$ cat config.mk
export PLATFORM = sky130hd
export DESIGN_NAME = stego_msg_scheduler
export DESIGN_NICKNAME = d
export VERILOG_FILES = /design/src/rtl/stego_msg_scheduler.sv
export SDC_FILE = /design/constraint.sdc
export NUM_CORES = 2
export LEC_CHECK = 0
export ABC_AREA = 0
export BUFFER_PORTS_ARGS = -buffer_cell sky130_fd_sc_hd__buf_2
export CAP_MARGIN = 10
export CORE_MARGIN = 4
export CORE_UTILIZATION = 49
export CTS_BUF_LIST = sky130_fd_sc_hd__clkbuf_8
export CTS_CLUSTER_SIZE = 14
export DETAILED_ROUTE_END_ITERATION = 8
export PLACE_DENSITY = 0.63
export SYNTH_ARGS = -nofsm -noshare
export SYNTH_HDL_FRONTEND = slang
export SYNTH_SLANG_ARGS = --single-unit
$ cat constraint.sdc
create_clock -name clk -period 9 [get_ports clk]
set_input_delay 0.9 -clock clk [delete_from_list [all_inputs] [get_ports clk]]
set_output_delay 0.9 -clock clk [all_outputs]
set_load 0.01 [all_outputs]
$ cat src/rtl/stego_msg_scheduler.sv
// Raster tracker that hands NUM_CH message bits to the encoders per 8x8 block.
// Bits are fetched on a block's first row and replayed from a column buffer.
module stego_msg_scheduler #(
  parameter int FRAME_WIDTH  = 1920,
  parameter int FRAME_HEIGHT = 1080,
  parameter int NUM_CH       = 3,
  parameter int MSG_W        = 24
) (
  input  logic              clk,
  input  logic              reset,
  input  logic              pix_valid,
  input  logic              pix_sof,
  input  logic              pix_eol,
  input  logic              embed_en,
  input  logic [MSG_W-1:0]  msg_tdata,
  input  logic              msg_tvalid,
  output logic              msg_tready,
  output logic [NUM_CH-1:0] msg_bits,
  output logic              msg_en,
  output logic              frame_done,
  output logic              underrun,
  output logic              sof_err,
  output logic              eol_err
);

  localparam int BPW  = MSG_W / NUM_CH;
  localparam int NBLK = FRAME_WIDTH / 8;
  localparam int CW   = $clog2(FRAME_WIDTH);
  localparam int RW   = $clog2(FRAME_HEIGHT);
  localparam int BLW  = $clog2(BPW + 1);
  localparam int BCW  = CW - 3;

  localparam logic [CW-1:0]  COL_MAX = CW'(FRAME_WIDTH - 1);
  localparam logic [RW-1:0]  ROW_MAX = RW'(FRAME_HEIGHT - 1);
  localparam logic [BLW-1:0] BPW_L   = BLW'(BPW);

  typedef enum logic [1:0] {
    IDLE,
    EMBED,
    PASS
  } state_t;

  state_t              state;
  logic [CW-1:0]       col;
  logic [RW-1:0]       row;
  logic [MSG_W-1:0]    word;
  logic [BLW-1:0]      blocks_left;
  logic [NBLK-1:0]     bk_vld;
  logic [NUM_CH-1:0]   bk_bits [NBLK];

  logic                sof_hit;
  logic                active;
  logic [CW-1:0]       pos_col;
  logic [RW-1:0]       pos_row;
  logic [BCW-1:0]      blk_col;
  logic                col_end;
  logic                last_pix;
  logic                embed;
  logic                fetch;
  logic                do_fetch;
  logic                empty;
  logic                take;
  logic                have;
  logic [NUM_CH-1:0]   group;

  // An SOF pixel is always treated as (0,0) and selects the mode itself
  assign sof_hit  = pix_valid && pix_sof;
  assign active   = pix_valid && (pix_sof || state != IDLE);
  assign pos_col  = pix_sof ? '0 : col;
  assign pos_row  = pix_sof ? '0 : row;
  assign blk_col  = pos_col[CW-1:3];
  assign col_end  = pos_col == COL_MAX;
  assign last_pix = col_end && pos_row == ROW_MAX;
  assign embed    = pix_sof ? embed_en : (state == EMBED);
  assign fetch    = embed && pos_col[2:0] == 3'd0
                    && pos_row[2:0] == 3'd0;
  assign do_fetch = pix_valid && fetch;
  assign empty    = blocks_left == '0;
  assign take     = msg_tvalid && msg_tready;
  assign have     = !empty || msg_tvalid;
  assign group    = empty ? msg_tdata[NUM_CH-1:0]
                          : word[NUM_CH-1:0];

  // Zero-latency outputs; reset forces them low
  always_comb begin
    msg_bits = '0;
    msg_en   = 1'b0;
    if (!reset) begin
      if (fetch) begin
        if (have) begin
          msg_bits = group;
          msg_en   = 1'b1;
        end
      end else if (embed && bk_vld[blk_col]) begin
        msg_bits = bk_bits[blk_col];
        msg_en   = 1'b1;
      end
    end
  end

  assign msg_tready = !reset && empty;
  assign frame_done = !reset && active && last_pix;
  assign sof_err    = !reset && sof_hit && state != IDLE
                      && (col != '0 || row != '0);
  assign eol_err    = !reset && active && (pix_eol != col_end);

  always_ff @(posedge clk) begin
    if (reset) begin
      state       <= IDLE;
      col         <= '0;
      row         <= '0;
      word        <= '0;
      blocks_left <= '0;
      bk_vld      <= '0;
      underrun    <= 1'b0;
    end else begin
      if (sof_hit) begin
        state <= embed_en ? EMBED : PASS;
      end else if (active && last_pix) begin
        state <= IDLE;
      end

      if (active) begin
        if (col_end) begin
          col <= '0;
          row <= (pos_row == ROW_MAX) ? '0 : pos_row + RW'(1);
        end else begin
          col <= pos_col + CW'(1);
          row <= pos_row;
        end
      end

      // A word taken on a block start gives up group 0 immediately
      if (take) begin
        if (do_fetch) begin
          word        <= msg_tdata >> NUM_CH;
          blocks_left <= BPW_L - BLW'(1);
        end else begin
          word        <= msg_tdata;
          blocks_left <= BPW_L;
        end
      end else if (do_fetch && !empty) begin
        word        <= word >> NUM_CH;
        blocks_left <= blocks_left - BLW'(1);
      end

      if (do_fetch) begin
        bk_vld[blk_col]  <= have;
        bk_bits[blk_col] <= group;
      end

      if (do_fetch && !have) begin
        underrun <= 1'b1;
      end else if (sof_hit) begin
        underrun <= 1'b0;
      end
    end
  end

endmodule

# Word level (Yosys, flattened, before mapping)
# Memory sizes are Yosys's and may differ from the RTL's.
# Cells that the tools add are included.
# W data, S select, Z words.
# op_classes
addsub	3
n_lt_le_gt_ge	2
n_eq_ne	4
mux	34
reduce_logical	34
# op_table
op	n
$bwmux W240	1
$mux W24	3
$mux W11	5
$add A11 B1 Y11 const B	2
$eq A11 B11 Y1 const B	2
$reduce_bool A11 Y1	2
$logic_and A1 B1 Y1	19
$mux W3	5
$mux W1	12
$mux W4	3
$lt A8 B9 Y1 const B	1
$bmux W1 S8	1
$demux W1 S8	1
$ge A8 B1 Y1 const B	1
$reduce_bool A2 Y1	4
$logic_not A3 Y1	2
$mux W2	3
$logic_not A4 Y1	1
$sub A4 B1 Y4 const B	1
$logic_not A1 Y1	3
$logic_or A1 B1 Y1	3
$eq A2 B1 Y1 const B	1
$ne A1 B1 Y1	1
# totals
reg_bits	293
ramBits	720
in_bits	31
out_inout_bits	9
memories	1
# mem_list
memory	depth	word_bits	read_ports	rd_clocked_by_memory_dff	write_ports	line_no	rtl
bk_bits	240	3	1	0	1	49	logic [NUM_CH-1:0] bk_bits [NBLK];

# Longest topological paths before layout
# logic_depth
word_depth	8
depth_mapped	16
mapped_depth_nobuf	12

# Least setup slack after synthesis
# OpenSTA, ideal clock, no wires.
# synth_timing
path_type	input port to output port
startpoint	in pix_sof
endpoint	out msg_bits[2]
arrival_time_ps	3546
required_time_ps	8100
slack_ps	4554
path_stages	15
path_cell_list	buf_4 -> inv_2 -> buf_2 -> buf_2 -> clkbuf_1 -> nand2_1 -> ha_1 -> nand2_1 -> a2bb2oi_1 -> o211ai_1 -> nor4_1 -> nand4_1 -> o311ai_1 -> o311ai_2 -> nor4_2
# synth_between
elab_chain_len	7
elab_cells_between_ends	14
classes_between	mux (8); reduce/logical (5); memory (1)
# synth_lines
element	line_no	rtl
start: declaration	12	input logic pix_sof,
$mux W11	69	assign pos_col = pix_sof ? '0 : col;
$bmux W1 S8	94	end else if (embed && bk_vld[blk_col]) begin
$mux W1 (implied by the code)	94	
$logic_and A1 B1 Y1	94	
$mux W3	94	
$mux W3 *	89	if (fetch) begin
$mux W3 *	88	if (!reset) begin
end: declaration	18	output logic [NUM_CH-1:0] msg_bits,
# Mark *: on every way between the ends. The rest lies on a longest branch, timed or not. The select of a mux whose other input is x is not followed.

# Worst setup path after layout
# layout_timing
startpoint	in pix_sof
endpoint	out msg_bits[1]
# Same word-level chain as after synthesis.

==> summary.md <==
| Metric | Value |
|---|---|
| Number of global-route vias before repair | 30900 |
| Count of nets left with antenna violations after detail routing | 0 |
| Worst-case vdd ir drop | 0.000172 V |
| Dpl hpwl | 85600 µm |
| Leakage dissipation | 0.0144 µW |
| Register-to-register setup slack | roughly 4.7 ns |
| Die X | 303 µm |
| Starting density of the core | around half |
| Global placer's final weighted congestion | between 0.9 and 1 |
| Post-route standard cell area excluding fillers | 46600 µm² |
| Number of levels the H-tree was split into | 4 |
| Clock sink count | 1013 |
| Slew Viols, Final | 0 |
| Cell Area, Synth | 42600 µm² |
| Cell count after synthesis | 3560 |
| Total power consumption of the routed design | 9280 µW |
| Area of the multi-input gates | 13500 µm² |
| Launch point of the worst hold path | msg_tdata[23] |
| All-layer global routing usage | a little under a third |
| DRC violations left | 0 |
| YS warnings | 0 |
| End point of the most critical hold path | word[23]$_SDFFE_PP0P_ |
| Cell area after placement | 43600 µm² |
| Dpl cells | 4487 |
| Number of detailed-routing iterations run before antenna repair | 6 |
| Post-route clock period utilization | 76.5% |
| Final hold slack | 0.328 ns |
| Clock buffers created by TritonCTS | 163 |
| Category of the worst setup path capture point | primary output |
| Net count of the mapped netlist | 3596 |
| Final wirelength | 141000 µm |
| Root Buffer | sky130_fd_sc_hd__clkbuf_8 |
| Area growth from synthesis to layout | 9.53% |
| Maximum number of pins on one net before global-route repair | 214 |
| Placeable core region | 85700 µm² |
| Transition time at the pin with the least slew margin | 1.29 ns |
| Non-filler cells in the finished layout | 4790 |
| Worst setup startpoint | pix_sof |
| Cell count of the worst hold path | 3 |
| Worst Path Max Fanout | 66 |
| Area used by sequential logic in the layout | 27500 µm² |
| P per Cell Area | 199 nW/µm² |
| Post-synthesis average cell area | 12.0 µm² |
| Quantity of gates resized following cts | 0 |
| Endpoint of the worst-slack reg-to-reg timing path | bk_bits[221][2]$_DFFE_PP_ |
| Required time at the worst-slack endpoint | a little over 8 ns |
| Clock Skew | between 0.06 and 0.07 ns |
| Wire length of the first global-routing pass | approximately 200000 µm |
| Number of distinct library cells after synthesis | 96 |
| DIE HEIGHT | 303 µm |
| Overflow left after global routing | 0 |
| Unrepaired setup endpoints after global routing | no |
| Fin nets | between 3000 and 4000 |
| Antenna violations before repair | 3 |
| Clock Path Buffers | 3 |
| TritonCTS clock tree | built |
| Sequential share of the synthesized area | around 65% |
| Quantity of hold-fixing buffers added after cts | 0 |
| Average wire length per cell after detail routing | 29.3 µm |
| Endpoints failing hold | 0 |
| Normalized max-slew margin | between 10% and 20% |
| Fraction of layout instances using a drive strength above 1 | about an eighth |
| Vias | 32500 |
| R2R depth | 7 |
| First-iteration detailed-routing DRC count | 5102 |
| Number of ports placed on the die boundary | 40 |
| Reg-to-Reg Start | col[5]$_SDFFE_PP0P_ |
| Die Outline Area | 91700 µm² |
| Final TNS setup | 0 ns |
| Count of buffers added by post-CTS timing repair for setup | 0 |
| # setup viols final | 0 |
| Crit path kind | in2out |
| Element type at the critical path start | primary input |
| Count of standard-cell rows | 107 |
| Total of fill cells in the finished design | 7162 |
| Vias per inst | 6.79 |
| Period minus WS final | 6.89 ns |
| Arrival time of data at the critical path endpoint | 5.99 ns |
| Main synth FF type | sky130_fd_sc_hd__edfxtp_1 |
| Highest achievable clock rate | 0.145 GHz |
| Run status | finished, final reports clean |
| Fraction of registers with async set/reset | 0% |
| Count of flip-flops with a built-in enable after synthesis | 720 |
| Number of input and output port buffers inserted | 39 |
| Count of max-cap constraint violations | 0 |
| Hold crit path type | in2reg |
| Clk pin slew, worst setup/hold paths | 0.06 ns |
| Clock latency reported for the late side of the worst-skew pair | 0.87 ns |
| Synth Register Bits | 1013 |
[cell type report]
cell class                      count  area share (%)
Timing Repair Buffer              148            2.31
Inverter                           17           0.137
Multi-Input combinational cell   2166            28.9
Sequential cell                  1013            58.9
Tap cell                         1144            3.07
Clock buffer                      179            5.28
Antenna cell                        6          0.0322
Clock inverter                    117            1.29
[per-layer routing]
layer	global-route usage, %	vias to the layer above	routed length (µm)
met5	0	-	27
met4	16.4	4	8320
met3	6.98	513	16200
met2	45.8	2252	63200
met1	40.5	15900	52800
li1	-	13900	-
[state kept, by name (all words and copies together), names as in the netlist]
register / flops
bk_vld: 240
row: 11
bk_bits: 720
col: 11
underrun: 1
state: 2
word: 24
blocks_left: 4
[Yosys cell counts, drive strengths merged (11+ instances only)]
master,instances,area (µm²)
inv,16,60.1
a21oi,353,1770
nand4,29,181
and3,24,150
a22oi,13,97.6
o221ai,18,158
edfxtp,720,21600
nor4,18,125
o211ai,16,120
buf,163,1020
mux4,20,462
dfxtp,293,5870
o21ai,158,791
nand3,20,100
nor2b,11,71.3
nand2,139,524
or2,17,106
a311oi,251,2200
nor3,64,380
o22ai,312,1950
a211oi,11,100
nor2,443,1680
mux2i,56,561
clkbuf,201,756
a2bb2oi,14,129
mux2,20,225
[layout by cell type (no fill, tap or decap), drive strengths merged, types with 9 or more instances in the layout]
master / count
nor4: 18
o22a: 10
or3: 10
dfxtp: 293
clkbuf: 180
a2bb2oi: 14
edfxtp: 720
nor2: 443
a21oi: 353
o22ai: 312
inv: 89
nor3: 64
mux2i: 56
mux4: 20
nand2b: 9
clkinv: 45
nand3: 20
or2: 17
o211ai: 16
nor3b: 10
o21ai: 158
a311oi: 251
mux2: 20
buf: 147
nor2b: 11
nand2: 139
a211oi: 11
and3: 24
o221ai: 18
o21a: 10
nand4: 29
a22oi: 13
[how the worst max path moves through the flow]
stage                       end  slack (ns)  cells past startpoint
floorplan           msg_bits[2]        4.55                     15
CTS                 msg_bits[1]        2.36                     11
global placement    msg_bits[1]        2.50                     11
finish              msg_bits[1]        2.11                     11
global route        msg_bits[1]        2.03                     11
detailed placement  msg_bits[1]        2.38                     11
[worst max-delay path, stage by stage]
cell,delay (ns)
sky130_fd_sc_hd__buf_4,0.59
sky130_fd_sc_hd__buf_4,0.36
sky130_fd_sc_hd__or3b_4,0.91
sky130_fd_sc_hd__buf_4,0.56
sky130_fd_sc_hd__o22ai_1,0.13
sky130_fd_sc_hd__o21ai_0,0.28
sky130_fd_sc_hd__a41oi_1,0.22
sky130_fd_sc_hd__nor3_1,0.54
sky130_fd_sc_hd__a2111oi_0,0.23
sky130_fd_sc_hd__nor4_1,0.77
sky130_fd_sc_hd__buf_2,0.26
[power by group]
part           switching (µW)  total, µW  internal (µW)
logic                     333        399           65.3
registers                6.33       5120           5120
clock network            1890       3750           1860
total                    2230       9280           7040
[metrics by stage]
stage | util (%) | setup WS [ns]
floorplan | - | 4.55
global placement | 50.8 | 2.50
detailed placement | 50.8 | 2.38
CTS | 54.4 | 2.36
global route | 54.4 | 2.03
finish | 54.4 | 2.11
[logic make-up after synthesis]
family                     share of synthesized area [%]
and+or+nand+nor                                     8.75
AOI/OAI and AO/OA                                   19.3
adders and majority gates                          0.147
xor gates and xnor gates                          0.0206
DFF                                                 64.5
muxes                                               2.93
buffers and inverters                               4.32
Note: power is estimated with default switching activity, not from simulation.
